### src/rtl/trig_pkg.sv
// Shared types and constants for trig_pipe: quarter-wave Q16 sine table,
// angle constants, quadrant encoding, S1 stage register and rounding helper.
package trig_pkg;

  localparam logic [8:0] DEG_90  = 9'd90;
  localparam logic [8:0] DEG_180 = 9'd180;
  localparam logic [8:0] DEG_270 = 9'd270;
  localparam logic [8:0] DEG_360 = 9'd360;

  typedef enum logic [1:0] {
    QUAD_0 = 2'd0,
    QUAD_1 = 2'd1,
    QUAD_2 = 2'd2,
    QUAD_3 = 2'd3
  } quad_e;

  typedef struct packed {
    quad_e      quad;
    logic [6:0] k;
  } stage_t;

  // round(sin(k deg) * 2^16), k = 0..90; entry 90 needs the 17th bit
  localparam logic [16:0] SIN_Q16 [0:90] = '{
    17'd0,     17'd1144,  17'd2287,  17'd3430,  17'd4572,  17'd5712,  17'd6850,
    17'd7987,  17'd9121,  17'd10252, 17'd11380, 17'd12505, 17'd13626, 17'd14742,
    17'd15855, 17'd16962, 17'd18064, 17'd19161, 17'd20252, 17'd21336, 17'd22415,
    17'd23486, 17'd24550, 17'd25607, 17'd26656, 17'd27697, 17'd28729, 17'd29753,
    17'd30767, 17'd31772, 17'd32768, 17'd33754, 17'd34729, 17'd35693, 17'd36647,
    17'd37590, 17'd38521, 17'd39441, 17'd40348, 17'd41243, 17'd42126, 17'd42995,
    17'd43852, 17'd44695, 17'd45525, 17'd46341, 17'd47143, 17'd47930, 17'd48703,
    17'd49461, 17'd50203, 17'd50931, 17'd51643, 17'd52339, 17'd53020, 17'd53684,
    17'd54332, 17'd54963, 17'd55578, 17'd56175, 17'd56756, 17'd57319, 17'd57865,
    17'd58393, 17'd58903, 17'd59396, 17'd59870, 17'd60326, 17'd60764, 17'd61183,
    17'd61584, 17'd61966, 17'd62328, 17'd62672, 17'd62997, 17'd63303, 17'd63589,
    17'd63856, 17'd64104, 17'd64332, 17'd64540, 17'd64729, 17'd64898, 17'd65048,
    17'd65177, 17'd65287, 17'd65376, 17'd65446, 17'd65496, 17'd65526, 17'd65536
  };

  // Round-half-up from Q16 to frac_w fractional bits; max entry cannot overflow 17 bits.
  function automatic logic [16:0] round_q16(input logic [16:0] e, input int frac_w);
    logic [16:0] half;
    if (frac_w >= 16) return e;
    half = 17'd1 << (15 - frac_w);
    return (e + half) >> (16 - frac_w);
  endfunction

endpackage

### src/rtl/sin_quarter_rom.sv
// Dual-read-port quarter-wave sine table with registered outputs (pipeline S2).
module sin_quarter_rom
  import trig_pkg::*;
(
  input  logic        clock,
  input  logic        reset,
  input  logic        en,
  input  logic [6:0]  addr_a,
  input  logic [6:0]  addr_b,
  output logic [16:0] data_a,
  output logic [16:0] data_b
);

  // Addresses above 90 never occur from the fold; clamp keeps the read in range.
  function automatic logic [16:0] lookup(input logic [6:0] a);
    return (a > 7'd90) ? SIN_Q16[90] : SIN_Q16[a];
  endfunction

  always_ff @(posedge clock or posedge reset) begin
    if (reset) begin
      data_a <= '0;
      data_b <= '0;
    end else if (en) begin
      data_a <= lookup(addr_a);
      data_b <= lookup(addr_b);
    end
  end

endmodule

### src/rtl/trig_pipe.sv
// 3-stage sin/cos pipeline: S1 fold, S2 quarter-wave ROM, S3 sign/magnitude.
// Define TRIG_SIGNED_OUT_EN to add two's-complement outputs sin_s / cos_s.
module trig_pipe
  import trig_pkg::*;
#(
  parameter int FRAC_W = 12,
  parameter int TAG_W  = 4
) (
  input  logic              clock,
  input  logic              reset,
  input  logic              in_valid,
  output logic              in_ready,
  input  logic [8:0]        angle,
  input  logic [TAG_W-1:0]  tag_in,
  output logic              out_valid,
  input  logic              out_ready,
  output logic [FRAC_W:0]   sin_mag,
  output logic [FRAC_W:0]   cos_mag,
  output logic              sin_neg,
  output logic              cos_neg,
  output logic [TAG_W-1:0]  tag_out
`ifdef TRIG_SIGNED_OUT_EN
  ,
  output logic signed [FRAC_W+1:0] sin_s,
  output logic signed [FRAC_W+1:0] cos_s
`endif
);

  localparam int STAGES = 3;
  localparam int MW     = FRAC_W + 1;

  logic [STAGES:1]   vld_pipe;
  logic              advance;

  stage_t            s1_d, s1_q;
  logic [TAG_W-1:0]  tag1, tag2;
  quad_e             quad2;
  logic [8:0]        r;
  logic [16:0]       rom_sin, rom_cos;
  logic [FRAC_W:0]   mag_s, mag_c;
  logic              neg_s, neg_c;

  // The whole pipe moves unless a result is parked at the output.
  assign advance   = !(vld_pipe[STAGES] && !out_ready);
  assign in_ready  = advance;
  assign out_valid = vld_pipe[STAGES];

  // S1: reduce to 0..359 then fold into quadrant + first-quadrant index
  always_comb begin
    r         = (angle >= DEG_360) ? angle - DEG_360 : angle;
    s1_d.quad = QUAD_0;
    s1_d.k    = 7'(r);
    if (r > DEG_270) begin
      s1_d.quad = QUAD_3;
      s1_d.k    = 7'(DEG_360 - r);
    end else if (r > DEG_180) begin
      s1_d.quad = QUAD_2;
      s1_d.k    = 7'(r - DEG_180);
    end else if (r > DEG_90) begin
      s1_d.quad = QUAD_1;
      s1_d.k    = 7'(DEG_180 - r);
    end
  end

  sin_quarter_rom u_rom (
    .clock  (clock),
    .reset  (reset),
    .en     (advance),
    .addr_a (s1_q.k),
    .addr_b (7'd90 - s1_q.k),
    .data_a (rom_sin),
    .data_b (rom_cos)
  );

  // S3: rounding and sign; a zero magnitude never reports negative
  always_comb begin
    mag_s = MW'(round_q16(rom_sin, FRAC_W));
    mag_c = MW'(round_q16(rom_cos, FRAC_W));
    neg_s = (quad2 == QUAD_2 || quad2 == QUAD_3) && (mag_s != '0);
    neg_c = (quad2 == QUAD_1 || quad2 == QUAD_2) && (mag_c != '0);
  end

  always_ff @(posedge clock or posedge reset) begin
    if (reset) begin
      vld_pipe <= '0;
      s1_q     <= '{quad: QUAD_0, k: '0};
      tag1     <= '0;
      quad2    <= QUAD_0;
      tag2     <= '0;
      sin_mag  <= '0;
      cos_mag  <= '0;
      sin_neg  <= 1'b0;
      cos_neg  <= 1'b0;
      tag_out  <= '0;
    end else if (advance) begin
      vld_pipe <= {vld_pipe[STAGES-1:1], in_valid};
      s1_q     <= s1_d;
      tag1     <= tag_in;
      quad2    <= s1_q.quad;
      tag2     <= tag1;
      sin_mag  <= mag_s;
      cos_mag  <= mag_c;
      sin_neg  <= neg_s;
      cos_neg  <= neg_c;
      tag_out  <= tag2;
    end
  end

`ifdef TRIG_SIGNED_OUT_EN
  assign sin_s = sin_neg ? -$signed({1'b0, sin_mag}) : $signed({1'b0, sin_mag});
  assign cos_s = cos_neg ? -$signed({1'b0, cos_mag}) : $signed({1'b0, cos_mag});
`endif

endmodule
### config.mk
export PLATFORM = sky130hd
export DESIGN_NAME = trig_pipe
export DESIGN_NICKNAME = d
export VERILOG_FILES = /design/src/rtl/trig_pkg.sv /design/src/rtl/sin_quarter_rom.sv /design/src/rtl/trig_pipe.sv
export SDC_FILE = /design/constraint.sdc
export NUM_CORES = 1
export LEC_CHECK = 0
export CAP_MARGIN = 20
export CORE_UTILIZATION = 53
export CTS_CLUSTER_DIAMETER = 40
export CTS_CLUSTER_SIZE = 10
export DETAILED_ROUTE_END_ITERATION = 10
export PLACE_DENSITY = 0.69
export SYNTH_ARGS = -nofsm -noshare
export SYNTH_HDL_FRONTEND = slang
export SYNTH_SLANG_ARGS = --single-unit
### constraint.sdc
create_clock -name clock -period 4.1 [get_ports clock]
set_input_delay 0.82 -clock clock [delete_from_list [all_inputs] [get_ports clock]]
set_output_delay 0.82 -clock clock [all_outputs]
set_load 0.01 [all_outputs]
==> impl_metrics.yaml <==
sta:
  worst_slew_pin_slew_ns: 0.904
  fin_crit_ns: 3.59
  final.setup_skew_ns: 0.00918
  max-slew-margin-rel_pct: 39.8
  max_freq_mhz: 278
  drv_slew: 0
  hold-worst-slack_ns: 0.463
  setup_total_negative_slack_ns: 0
  timing.final.hold_violations: 0
  final_critical_path_setup_slack_ns: 0.508
  report.final.setup_viol: 0
  setup_repair_after_global_routing_missed_its_margin: "false"
  final_min_period_over_clock_period_pct: 87.6
synth:
  yosysWarnings: 0
  ys.flop_type: "sky130_fd_sc_hd__dfrtp_1"
  synth.yosys.seq_area_share_pct: 27.6
  synthDistinctLibCells: 80
  synthDominantCellAreaShare_pct: 27.6
  postSynth.asyncResetShare_pct: 100
  synth_enable_flop_cells: 0
  yosys.area.top_type: "sky130_fd_sc_hd__dfrtp_1"
  synth_seq_cells: 82
  synth_top_area_cells: "sky130_fd_sc_hd__dfrtp_1 28%, sky130_fd_sc_hd__nand2_1 9.1%, sky130_fd_sc_hd__o21ai_0 6.1%"
  synthTopCellsByCount: "181 x sky130_fd_sc_hd__nand2_1, 95 x sky130_fd_sc_hd__nor2_1, 90 x sky130_fd_sc_hd__o21ai_0"
  synth_fp_nets: 1049
  synth.cell_area_um2: 7430
  syn_inst: 1010
  most_instantiated_library_cell_after_synthesis: "sky130_fd_sc_hd__nand2_1"
  avgSynthCellArea_um2: 7.36
worst_setup_path:
  type_of_the_worst_setup_path: "input port to flop"
  path_common_cell: "sky130_fd_sc_hd__a311oi_2"
  rrSetupSlack_ns: 0.65
  max_stage_delay_ns: 0.52
  worst_setup_path_end_kind: "flop"
  family_with_the_most_delay_on_the_worst_path: "compound AO/OA/AOI/OAI gates"
  worstPathBufferInverterCount: 2
  path_cells: "clkdlybuf4s50_1 -> inv_1 -> ha_1 -> nand4b_1 -> and3_1 -> a221o_1 -> a311oi_2 -> nor3_1 -> a311oi_2 -> mux2i_1 -> a211o_1"
  timing.critical_path.slowest_stage_cell: "sky130_fd_sc_hd__clkdlybuf4s50_1"
  setup.worst_path.start_class: "input port"
  r2r_start: "s1_q[1]"
  worst-endpoint-required_ns: 4.33
  timing.critical_path.depth: 11
  timing.critical_path.arrival_ns: 3.83
  crit-reg2reg-capture: "u_rom.data_a[5]"
  cp_max_fo: 5
  worst-r2r-cell-count: 10
route:
  drt_pass1_iterations: 8
  drt-initial-drc-count: 1098
  finalWirelength_um: 21500
  dr_total_vias: 7697
  drcViolationCount: 0
  vias_per_cell: 6.46
  ant_nets: 0
  average_detailed_routed_wire_length_per_instance_um: 18.0
floorplanning:
  fp-row-count: 42
  pin_count: 51
  floorplan.die.height_um: 120
  die-area_um2: 14500
  die_w_um: 120
  core_region_area_um2: 13500
  initial_utilization_pct: 55.2
min_path:
  worstHoldPathCells: 2
  hold-path-endpoint: "tag_out[0]"
  worst_hold_startpoint: "tag_out[0]"
  hold_class: "flop to flop"
global_routing:
  grt_usage_pct: 30.8
  first_global_vias: 6923
  grt_antenna_before_repair: 0
  pin_count_of_the_biggest_net_entering_global_routing: 67
  grt_first_pass_wirelength_um: 35600
  global_route.overflow_total: 0
power:
  cellPowerDensity_nw_per_um2: 852
  seqPwrFrac_pct: 21.9
  total_switching_power_w: 0.00360
  clkPwrFrac_pct: 11.0
  pwr-share-comb_pct: 67.1
  cellLeakagePower_nw: 3.24
  power_report.internal_total_w: 0.00348
  max-vdd-ir-drop_mv: 0.541
  p_sw_share_pct: 50.8
clocking:
  cts_tree: "yes"
  latest_clock_arrival_within_the_worst_skew_pair_ns: 0.34
  cts_inserted_buffers: 9
  postCtsSetupRepairBufs: 0
  clk_transition_reported_paths_ns: 0.07
  hold_buffers: 0
  h-tree-depth: 3
  cts_repair_resize_count: 0
  ctsRootBufferMaster: "sky130_fd_sc_hd__clkbuf_16"
  cts_buffer_depth: 2
  cts_sinks: 82
run:
  drv_cap: 0
cells_and_area:
  post_route_cells_drive_above_1_share_pct: 7.98
  final_design_area_no_fill_um2: 8310
  final_nets: 1049
  insertedDiodeCount: 0
  syn2layout_area_growth_pct: 11.8
run_status:
  outcome: "finished clean"
placed_design:
  place_congestion: 1.01
  post_dp_cell_area_um2: 8030
  detailed_placer_s_ending_hpwl_um: 15200
  portBuffers: 50
  pre_cts_ws_ns: 0.179
worst min-delay path, cell delays in order, from the launching register on:
cell                      delay [ns]
sky130_fd_sc_hd__dfrtp_1        0.34
sky130_fd_sc_hd__nand2_1        0.05
sky130_fd_sc_hd__nand2_1        0.05
worst max path at each step:
stage	start	end	slack (ns)
after detailed placement	angle[4]	s1_q[6]	0.18
after floorplan	s1_q[2]	u_rom.data_b[9]	0.91
final	angle[4]	s1_q[6]	0.51
after global routing	angle[4]	s1_q[6]	0.30
after global placement	angle[4]	s1_q[5]	0.21
after CTS	angle[4]	s1_q[6]	0.53
registers in the layout (all words and copies together), names as in the netlist:
register	flops
u_rom.data_a	14
u_rom.data_b	14
cos_mag	13
sin_mag	13
s1_q	9
tag1	4
tag2	4
tag_out	4
vld_pipe	3
quad2	2
cos_neg	1
sin_neg	1
final cells by class:
type                    count  area, um^2
clock buffers               9         225
flip-flops and latches     82        2050
clock inverters             7        61.3
well taps                 176         220
repair buffers             79         718
multi-input cells         816        4950
fillers                  1267        5140
inverters                  22        83.8
per-layer routing:
metal	track usage [%]	share of wire, %
met5	0	0
met4	12.8	3.0
met3	6.08	9.7
met2	44.4	42
met1	44.6	46
power groups by stage:
stage	Clock, W	Combinational [W]	Sequential [W]
final	0.000779	0.00475	0.00155
after CTS	0.000795	0.00462	0.00155
after global placement	0	0.00461	0.00156
after floorplan	0	0.00330	0.00149
after detailed placement	0	0.00459	0.00157
after global routing	0.000819	0.00518	0.00161
cells by family (layout without fill, tap and decap cells):
family | count (synthesis) | after routing | share of synthesized area (%)
fa+ha+maj | 24 | 24 | 3.97
compound gates | 331 | 331 | 28.9
simple gates | 403 | 403 | 24.7
xor+xnor | 40 | 40 | 4.71
mux | 18 | 18 | 3.94
buf+inv | 112 | 117 | 6.13
flops | 82 | 82 | 27.6
cells in the final DEF (no fill, tap or decap), drive strengths merged, types with 23 or more instances in the layout:
cell type / count
o21ai: 92
nand3: 23
nor2: 95
xnor2: 29
nor3: 36
dfrtp: 82
buf: 29
nand2: 181
a31oi: 26
a21oi: 77
clkdlybuf4s50: 50
inv: 23
stage by stage:
| stage | std cells | util, % | total power [W] |
|---|---|---|---|
| after floorplan | 1010 | - | 0.00480 |
| after detailed placement | 1175 | 59.7 | 0.00616 |
| after CTS | 1191 | 61.8 | 0.00697 |
| after global placement | 1175 | 59.7 | 0.00616 |
| after global routing | 1191 | 61.8 | 0.00761 |
| final | 1191 | 61.8 | 0.00708 |
No activity file was read; power rests on OpenSTA's default activity.
==> patch, RTL diff (same settings) <==
Set the parameter `FRAC_W` to 16 (it was 12).
--- a/src/rtl/trig_pipe.sv
+++ b/src/rtl/trig_pipe.sv
@@ -4,5 +4,5 @@
   import trig_pkg::*;
 #(
-  parameter int FRAC_W = 12,
+  parameter int FRAC_W = 16,
   parameter int TAG_W  = 4
 ) (
Interface: changed (resized cos_mag and sin_mag); port bits go from 51 to 59. The function was not compared with the original's and may differ.
==> patch against the original RTL <==
Cell count up 15%. Routed wire length up 26%. Critical path type unchanged. Power up 15%. Die area up 12%. Sequential share of layout area up 0.83 points. Maximum frequency down 0.53%. Non-clock buffer count up 24. Synthesized area up 13%. Largest cell class unchanged. Setup slack worse by 0.019 ns. Sequential cell count up 14. Hold slack worse by 0.0014 ns. Global-route usage up 3.3 points. Design area up 13%.
==> patch: results <==
metrics = {
    "outcome": {
        "status": "complete, no violations",
    },
    "grt": {
        "grt_max_degree": 101,
        "grt_pass1_vias": 7891,
        "track_usage_pct": 34.1,
    },
    "critical_path": {
        "r2r_slack_ns": 0.80,
        "worstRegToRegCells": 11,
        "arrival_ns": 3.88,
        "cp-startpoint": "angle[3]",
    },
    "clocking": {
        "cts.sinks": 96,
    },
    "place": {
        "hpwl_um": 18600,
        "dpl_worst_slack_ns": 0.212,
        "place_area_sq_um": 9150,
        "gp_congestion": 0.951,
    },
    "route": {
        "detail_route.first_pass.iterations": 6,
        "drt-wirelength-per-cell_um": 19.8,
        "drtIter0Drc": 1118,
    },
    "yosys": {
        "synth-compound-area-share_pct": 31.0,
        "syn_avg_cell_area_sq_um": 7.26,
        "seq_area_frac_synth_pct": 28.7,
        "synth_xor_xnor_area_share_pct": 1.47,
        "synthTopCellsByCount": "nand2_1 (274), o21ai_0 (100), a21oi_1 (97)",
        "synthTopCellsByArea": "dfrtp_1 (29%), nand2_1 (12%), o21ai_0 (6.0%)",
    },
    "timing": {
        "max_freq_ghz": 0.277,
        "tightest_slew_ns": 1.06,
        "clock-skew-final_ns": 0.0105,
    },
    "hold_path": {
        "hold_start": "cos_mag[15]$_DFFE_PP0N_",
        "hold_end": "cos_mag[15]$_DFFE_PP0N_",
    },
    "layout": {
        "drive_gt1_share_pct": 8.56,
    },
}
-- patch: power by group through the flow --
stage               clock [mW]  sequential, mW  combinational [mW]
CTS                      0.814            1.71                5.51
finish                   0.796            1.72                5.67
floorplan                    0            1.71                3.71
global placement             0            1.72                5.48
detailed placement           0            1.73                5.49
global route             0.847            1.77                6.13
-- patch: layout make-up --
| cell class | count | area [sq um] |
|---|---|---|
| multi-input combinational | 919 | 5440 |
| inverter | 22 | 85.1 |
| fill | 1479 | 5890 |
| timing repair buffer | 103 | 956 |
| tap | 211 | 264 |
| clock buffer | 12 | 246 |
| clock inverter | 4 | 27.5 |
| sequential | 96 | 2410 |
-- patch: tightest hold or removal path: stages (launching register included) --
cell	delay [ns]
dfrtp_1	0.34
nand2_1	0.05
nand2_1	0.04
-- patch: routing by layer --
| layer | track usage [%] | routed length [um] |
|---|---|---|
| met4 | 12.7 | 728 |
| met5 | 0 | 0 |
| met3 | 4.84 | 2780 |
| met2 | 50.5 | 11800 |
| met1 | 50.4 | 11700 |
